===== src/rtl/cpu_pkg.sv =====
// Shared CPU definitions: datapath width and the instruction-fetch state encoding.
package cpu_pkg;

    localparam int unsigned DATA_W = 32;

    typedef enum logic [2:0] {
        S_IDLE  = 3'd0,
        S_WAIT  = 3'd1,
        S_HOLD  = 3'd2,
        S_DRAIN = 3'd3,
        S_ERR   = 3'd4
    } fetch_state_t;

endpackage


===== src/rtl/fetch_timer.sv =====
// Wait-cycle counter for the fetch stage; expired marks the TIMEOUT-th cycle without ack.
module fetch_timer #(
    parameter int unsigned TIMEOUT = 15
) (
    input  logic clk,
    input  logic rst,
    input  logic clr,
    input  logic en,
    output logic expired
);

    logic [7:0] count;

    always_ff @(posedge clk) begin
        if (rst || clr) begin
            count <= '0;
        end else if (en) begin
            count <= count + 8'd1;
        end
    end

    // Fires during the cycle that would bring the count to TIMEOUT, so the
    // FSM leaves WAIT/DRAIN after exactly TIMEOUT cycles without ack.
    assign expired = en && (count == 8'(TIMEOUT - 1));

endmodule


===== src/rtl/instr_fetch.sv =====
// Instruction fetch stage: one outstanding imem read, an instruction register
// held until consumed, flush/drain handling and a sticky timeout error.
module instr_fetch
    import cpu_pkg::*;
#(
    parameter int unsigned DATA_W  = cpu_pkg::DATA_W,
    parameter int unsigned TIMEOUT = 15
) (
    input  logic              clk,
    input  logic              rst,
    input  logic [DATA_W-1:0] pc_in,
    input  logic              fetch_start,
    input  logic              flush,
    output logic              imem_req,
    output logic [DATA_W-1:0] imem_addr,
    input  logic              imem_ack,
    input  logic [DATA_W-1:0] imem_rdata,
    output logic [DATA_W-1:0] ir_out,
    output logic [DATA_W-1:0] npc_out,
    output logic              ir_valid,
    input  logic              ir_consume,
    output logic              busy,
    output logic              fetch_err
);

    fetch_state_t      state;
    fetch_state_t      state_next;
    logic [DATA_W-1:0] addr;
    logic              load_pc;
    logic              load_ir;
    logic              timer_clr;
    logic              timer_en;
    logic              expired;

    fetch_timer #(
        .TIMEOUT(TIMEOUT)
    ) u_timer (
        .clk    (clk),
        .rst    (rst),
        .clr    (timer_clr),
        .en     (timer_en),
        .expired(expired)
    );

    always_ff @(posedge clk) begin
        if (rst) begin
            state   <= S_IDLE;
            addr    <= '0;
            ir_out  <= '0;
            npc_out <= '0;
        end else begin
            state <= state_next;
            if (load_pc) begin
                addr <= pc_in;
            end
            if (load_ir) begin
                ir_out  <= imem_rdata;
                npc_out <= addr + DATA_W'(1);
            end
        end
    end

    always_comb begin
        state_next = state;
        load_pc    = 1'b0;
        load_ir    = 1'b0;
        case (state)
            S_IDLE: begin
                if (fetch_start) begin
                    load_pc    = 1'b1;
                    state_next = S_WAIT;
                end
            end
            S_WAIT: begin
                // An ack in the flush cycle completes the handshake, so no drain is needed.
                if (imem_ack) begin
                    load_ir    = !flush;
                    state_next = flush ? S_IDLE : S_HOLD;
                end else if (flush) begin
                    state_next = S_DRAIN;
                end else if (expired) begin
                    state_next = S_ERR;
                end
            end
            S_HOLD: begin
                if (flush) begin
                    state_next = S_IDLE;
                end else if (ir_consume) begin
                    if (fetch_start) begin
                        load_pc    = 1'b1;
                        state_next = S_WAIT;
                    end else begin
                        state_next = S_IDLE;
                    end
                end
            end
            S_DRAIN: begin
                if (imem_ack) begin
                    state_next = S_IDLE;
                end else if (expired) begin
                    state_next = S_ERR;
                end
            end
            S_ERR: begin
                state_next = S_ERR;
            end
            default: begin
                state_next = S_IDLE;
            end
        endcase
    end

    assign timer_clr = (state_next != state) &&
                       ((state_next == S_WAIT) || (state_next == S_DRAIN));
    assign timer_en  = ((state == S_WAIT) || (state == S_DRAIN)) && !imem_ack;

    assign imem_req  = (state == S_WAIT) || (state == S_DRAIN);
    assign imem_addr = addr;
    assign ir_valid  = (state == S_HOLD);
    assign busy      = (state != S_IDLE);
    assign fetch_err = (state == S_ERR);

endmodule


===== config.mk =====
export PLATFORM = sky130hd
export DESIGN_NAME = instr_fetch
export DESIGN_NICKNAME = d
export VERILOG_FILES = /design/src/rtl/cpu_pkg.sv /design/src/rtl/fetch_timer.sv /design/src/rtl/instr_fetch.sv
export SDC_FILE = /design/constraint.sdc
export NUM_CORES = 1
export LEC_CHECK = 0
export CORE_UTILIZATION = 25
export CTS_CLUSTER_DIAMETER = 120
export DETAILED_ROUTE_END_ITERATION = 10
export PLACE_DENSITY = 0.6
export SYNTH_ARGS = -nofsm -noshare
export SYNTH_HDL_FRONTEND = slang
export SYNTH_SLANG_ARGS = --single-unit

===== constraint.sdc =====
create_clock -name clk -period 2.2 [get_ports clk]
set_input_delay 0.33 -clock clk [delete_from_list [all_inputs] [get_ports clk]]
set_output_delay 0.33 -clock clk [all_outputs]
set_load 0.01 [all_outputs]

==> results of run 1 <==
routing by layer:
layer	vias up	GRT usage, %	wire [um]
li1	2166	-	-
met1	1912	19.3	6120
met2	87	23.6	6210
met4	0	5.99	277
met5	-	0	0
met3	18	3.78	648
path summary, 6_finish.rpt:
| path | depth (start not counted) | slack [ns] | to |
|---|---|---|---|
| hold reg to reg | 2 | 0.45 | ir_out[27] |
| setup / recovery | 3 | 0.17 | ir_valid |
| hold / removal | 2 | 0.38 | imem_addr[3] |
| setup reg to reg | 7 | 0.29 | npc_out[24] |
layout make-up:
type                    instances  area share, %
clock buffers                   9           3.29
clock inverters                 7           1.13
inverters                       4          0.220
multi-input cells             395           31.7
flip-flops and latches        107           31.3
well taps                     225           4.12
repair buffers                194           28.2
cell families after synthesis:
| family | after synthesis |
|---|---|
| AND/OR/NAND/NOR | 249 |
| flip-flops | 107 |
| AO/OA/AOI/OAI | 105 |
| XOR/XNOR | 38 |
| buffers and inverters | 37 |
| adder cells (fa/ha/maj) | 3 |
flip-flops by register name, indices dropped and copies added (netlist names):
register and flops:
imem_addr 32, ir_out 32, npc_out 32, u_timer.count 8, state 3
metrics by stage:
step | hold WS, ns | instances | util (%) | power, uW
2_1_floorplan | 0.466 | 539 | - | 2380
3_3_place_gp | 0.441 | 925 | 37.6 | 2780
3_5_place_dp | 0.445 | 925 | 37.6 | 2780
4_1_cts | 0.369 | 941 | 39.4 | 4460
5_1_grt | 0.371 | 941 | 39.4 | 4610
6_report | 0.382 | 941 | 39.4 | 4380
cells in the mapped netlist:
library cell and number:
and3_1 12, a31oi_1 2, nor3b_1 2, a211oi_2 12
xnor2_1 10, nand3_2 2, o21a_1 1, nand3_1 21
nand2_1 139, xor2_1 28, nor4_4 2, nor4b_1 1
ha_1 3, buf_2 7, clkbuf_1 26, nor4_1 2
dfxtp_1 107, nor2_1 48, a21oi_1 68, nor2b_1 2
o21ai_0 2, a211oi_1 20, inv_1 4, and4_1 3
nand4_1 8, and2_1 1, nand4_2 2, nor3_1 4
power by group:
part	switching [uW]	leakage [uW]	internal, uW	total (uW)
clock network	764	0.000146	891	1660
logic	287	0.00136	351	638
registers	75.4	0.000870	2010	2090
total	1130	0.00237	3260	4380
==> results.sh, run 1 <==
export IMPL_status="finished clean"
export IMPL_synth_top_family_by_area="simple AND/OR/NAND/NOR gates"
export IMPL_cpMaxStageDelayCell="clkdlybuf4s50_1"
export IMPL_max_stage_delay_ns=0.58
export IMPL_gp_congestion=0.752
export IMPL_cts_setup_buffers=0
export IMPL_setup_violations_final=0
export IMPL_path_buf_inv=2
export IMPL_post_place_ws_ns=0.274
export IMPL_core_um2=17400
export IMPL_syn_nets=612
export IMPL_layout_nets=784
export IMPL_synth_xor_area_share_pct=7.48
export IMPL_cts_root_buf="clkbuf_16"
export IMPL_peakVddDrop_v=0.000342
export IMPL_dp_hpwl_um=9540
export IMPL_worstReg2RegStart="imem_addr[1]"
export IMPL_crit_chain="inv_1 -> nor3_1 -> clkdlybuf4s50_1"
export IMPL_grt_pass1_wl_um=21100
export IMPL_synth_adder_area_share_pct=0.843
export IMPL_synthMuxAreaShare_pct=0
export IMPL_drtAntennaViolNets=0
export IMPL_grt_pass1_vias=4007
export IMPL_min_path_type="in2reg"
export IMPL_clock_latency_ns=0.35
export IMPL_place_area_um2=6530
export IMPL_fin_ws_ns=0.169
export IMPL_power_leakage_uw=0.00237
export IMPL_final_max_slew_violation_count=0
export IMPL_grt_max_degree=64
export IMPL_cts_buffers=9
export IMPL_multiInputGateArea_um2=2170
export IMPL_seq_area_um2=2140
export IMPL_die_x_um=135
export IMPL_first_iter_violations=139
export IMPL_critPathLaunch="state[1]"
export IMPL_syn_area_per_cell_um2=8.26
export IMPL_hp_start="rst"
export IMPL_fillCellCount=1773
export IMPL_finalInstanceArea_um2=6840
export IMPL_rsz0062_at_grt="no"
export IMPL_portBuffers=169
export IMPL_wirelength_um=13200
export IMPL_max_freq_ghz=0.492
export IMPL_relSlewSlack_pct=74.1
export IMPL_layout_drive_gt1_share_pct=8.52
export IMPL_ys_types=28
export IMPL_setup_tns_ns=0
export IMPL_clkSlewWorstSetupHoldPaths_ns=0.08
export IMPL_cp_max_fo=8
export IMPL_p_per_area_nw_per_um2=641
export IMPL_htree_levels=3
export IMPL_vias=4183
export IMPL_overflow=0
export IMPL_area_delta_synth_final_pct=53.5
export IMPL_syn_inst=539
export IMPL_synth_compound_area_share_pct=15.1
export IMPL_maxCapViolCount=0
export IMPL_synthSimpleGateAreaFrac_pct=25.2
export IMPL_worstPathRequired_ns=1.87
export IMPL_final_common_cell="clkdlybuf4s50_1"
export IMPL_syn_area_um2=4450
export IMPL_worstMarginPinSlew_ns=0.387
export IMPL_diodes=0
export IMPL_cts_resized=0
export IMPL_fp_dieArea_um2=18300
export IMPL_hold_buffers=0
export IMPL_cts_tree="done"
export IMPL_wl_per_cell_um=14.1
export IMPL_crit_family="buffers and inverters"
export IMPL_cp_start_kind="register"
export IMPL_mostFrequentLayoutCells="clkdlybuf4s50_1 (168), nand2_1 (139), dfxtp_1 (107)"
export IMPL_io_pins=170
export IMPL_yosys_area_top_type_share_pct=48.1
export IMPL_start_util_pct=25.6
export IMPL_synth_top_area_cell="dfxtp_1"
export IMPL_drt_pass1_iterations=4
export IMPL_critPathArrivalTime_ns=1.70
export IMPL_ys_top_cells_by_area="dfxtp_1 (48%), nand2_1 (12%), a21oi_1 (7.6%)"
export IMPL_synth_seq_cells=107
export IMPL_ys_seq_area_share_pct=48.1
export IMPL_grt_usage_pct=14.9
export IMPL_finalClockSkew_ns=0.00905
export IMPL_layout_min_cycle_time_ns=2.03
export IMPL_end_kind="output pin"
export IMPL_antenna_found_initial=0
export IMPL_cts_sinks=107
export IMPL_cts_buffer_depth=2
export IMPL_via_per_inst=4.45
export IMPL_path_class="reg2out"
export IMPL_die_y_um=135
export IMPL_ys_warn_count=0
export IMPL_route_detailed_drc=0
export IMPL_hold_viol=0
export IMPL_finalCritPeriodShare_pct=92.3
export IMPL_rows=48
No activity file was read; power rests on OpenSTA's default activity.
==> run 2, diff against run 1 <==
- CAP_MARGIN: unset -> 15
==> results of run 2 <==
No change in the layout: final DEF, timing and power equal those of run 1.
==> run 3, diff against run 2 <==
- SKIP_LAST_GASP: unset -> 1
==> results of run 3 <==
No change in the layout: final DEF, timing and power equal those of run 1.
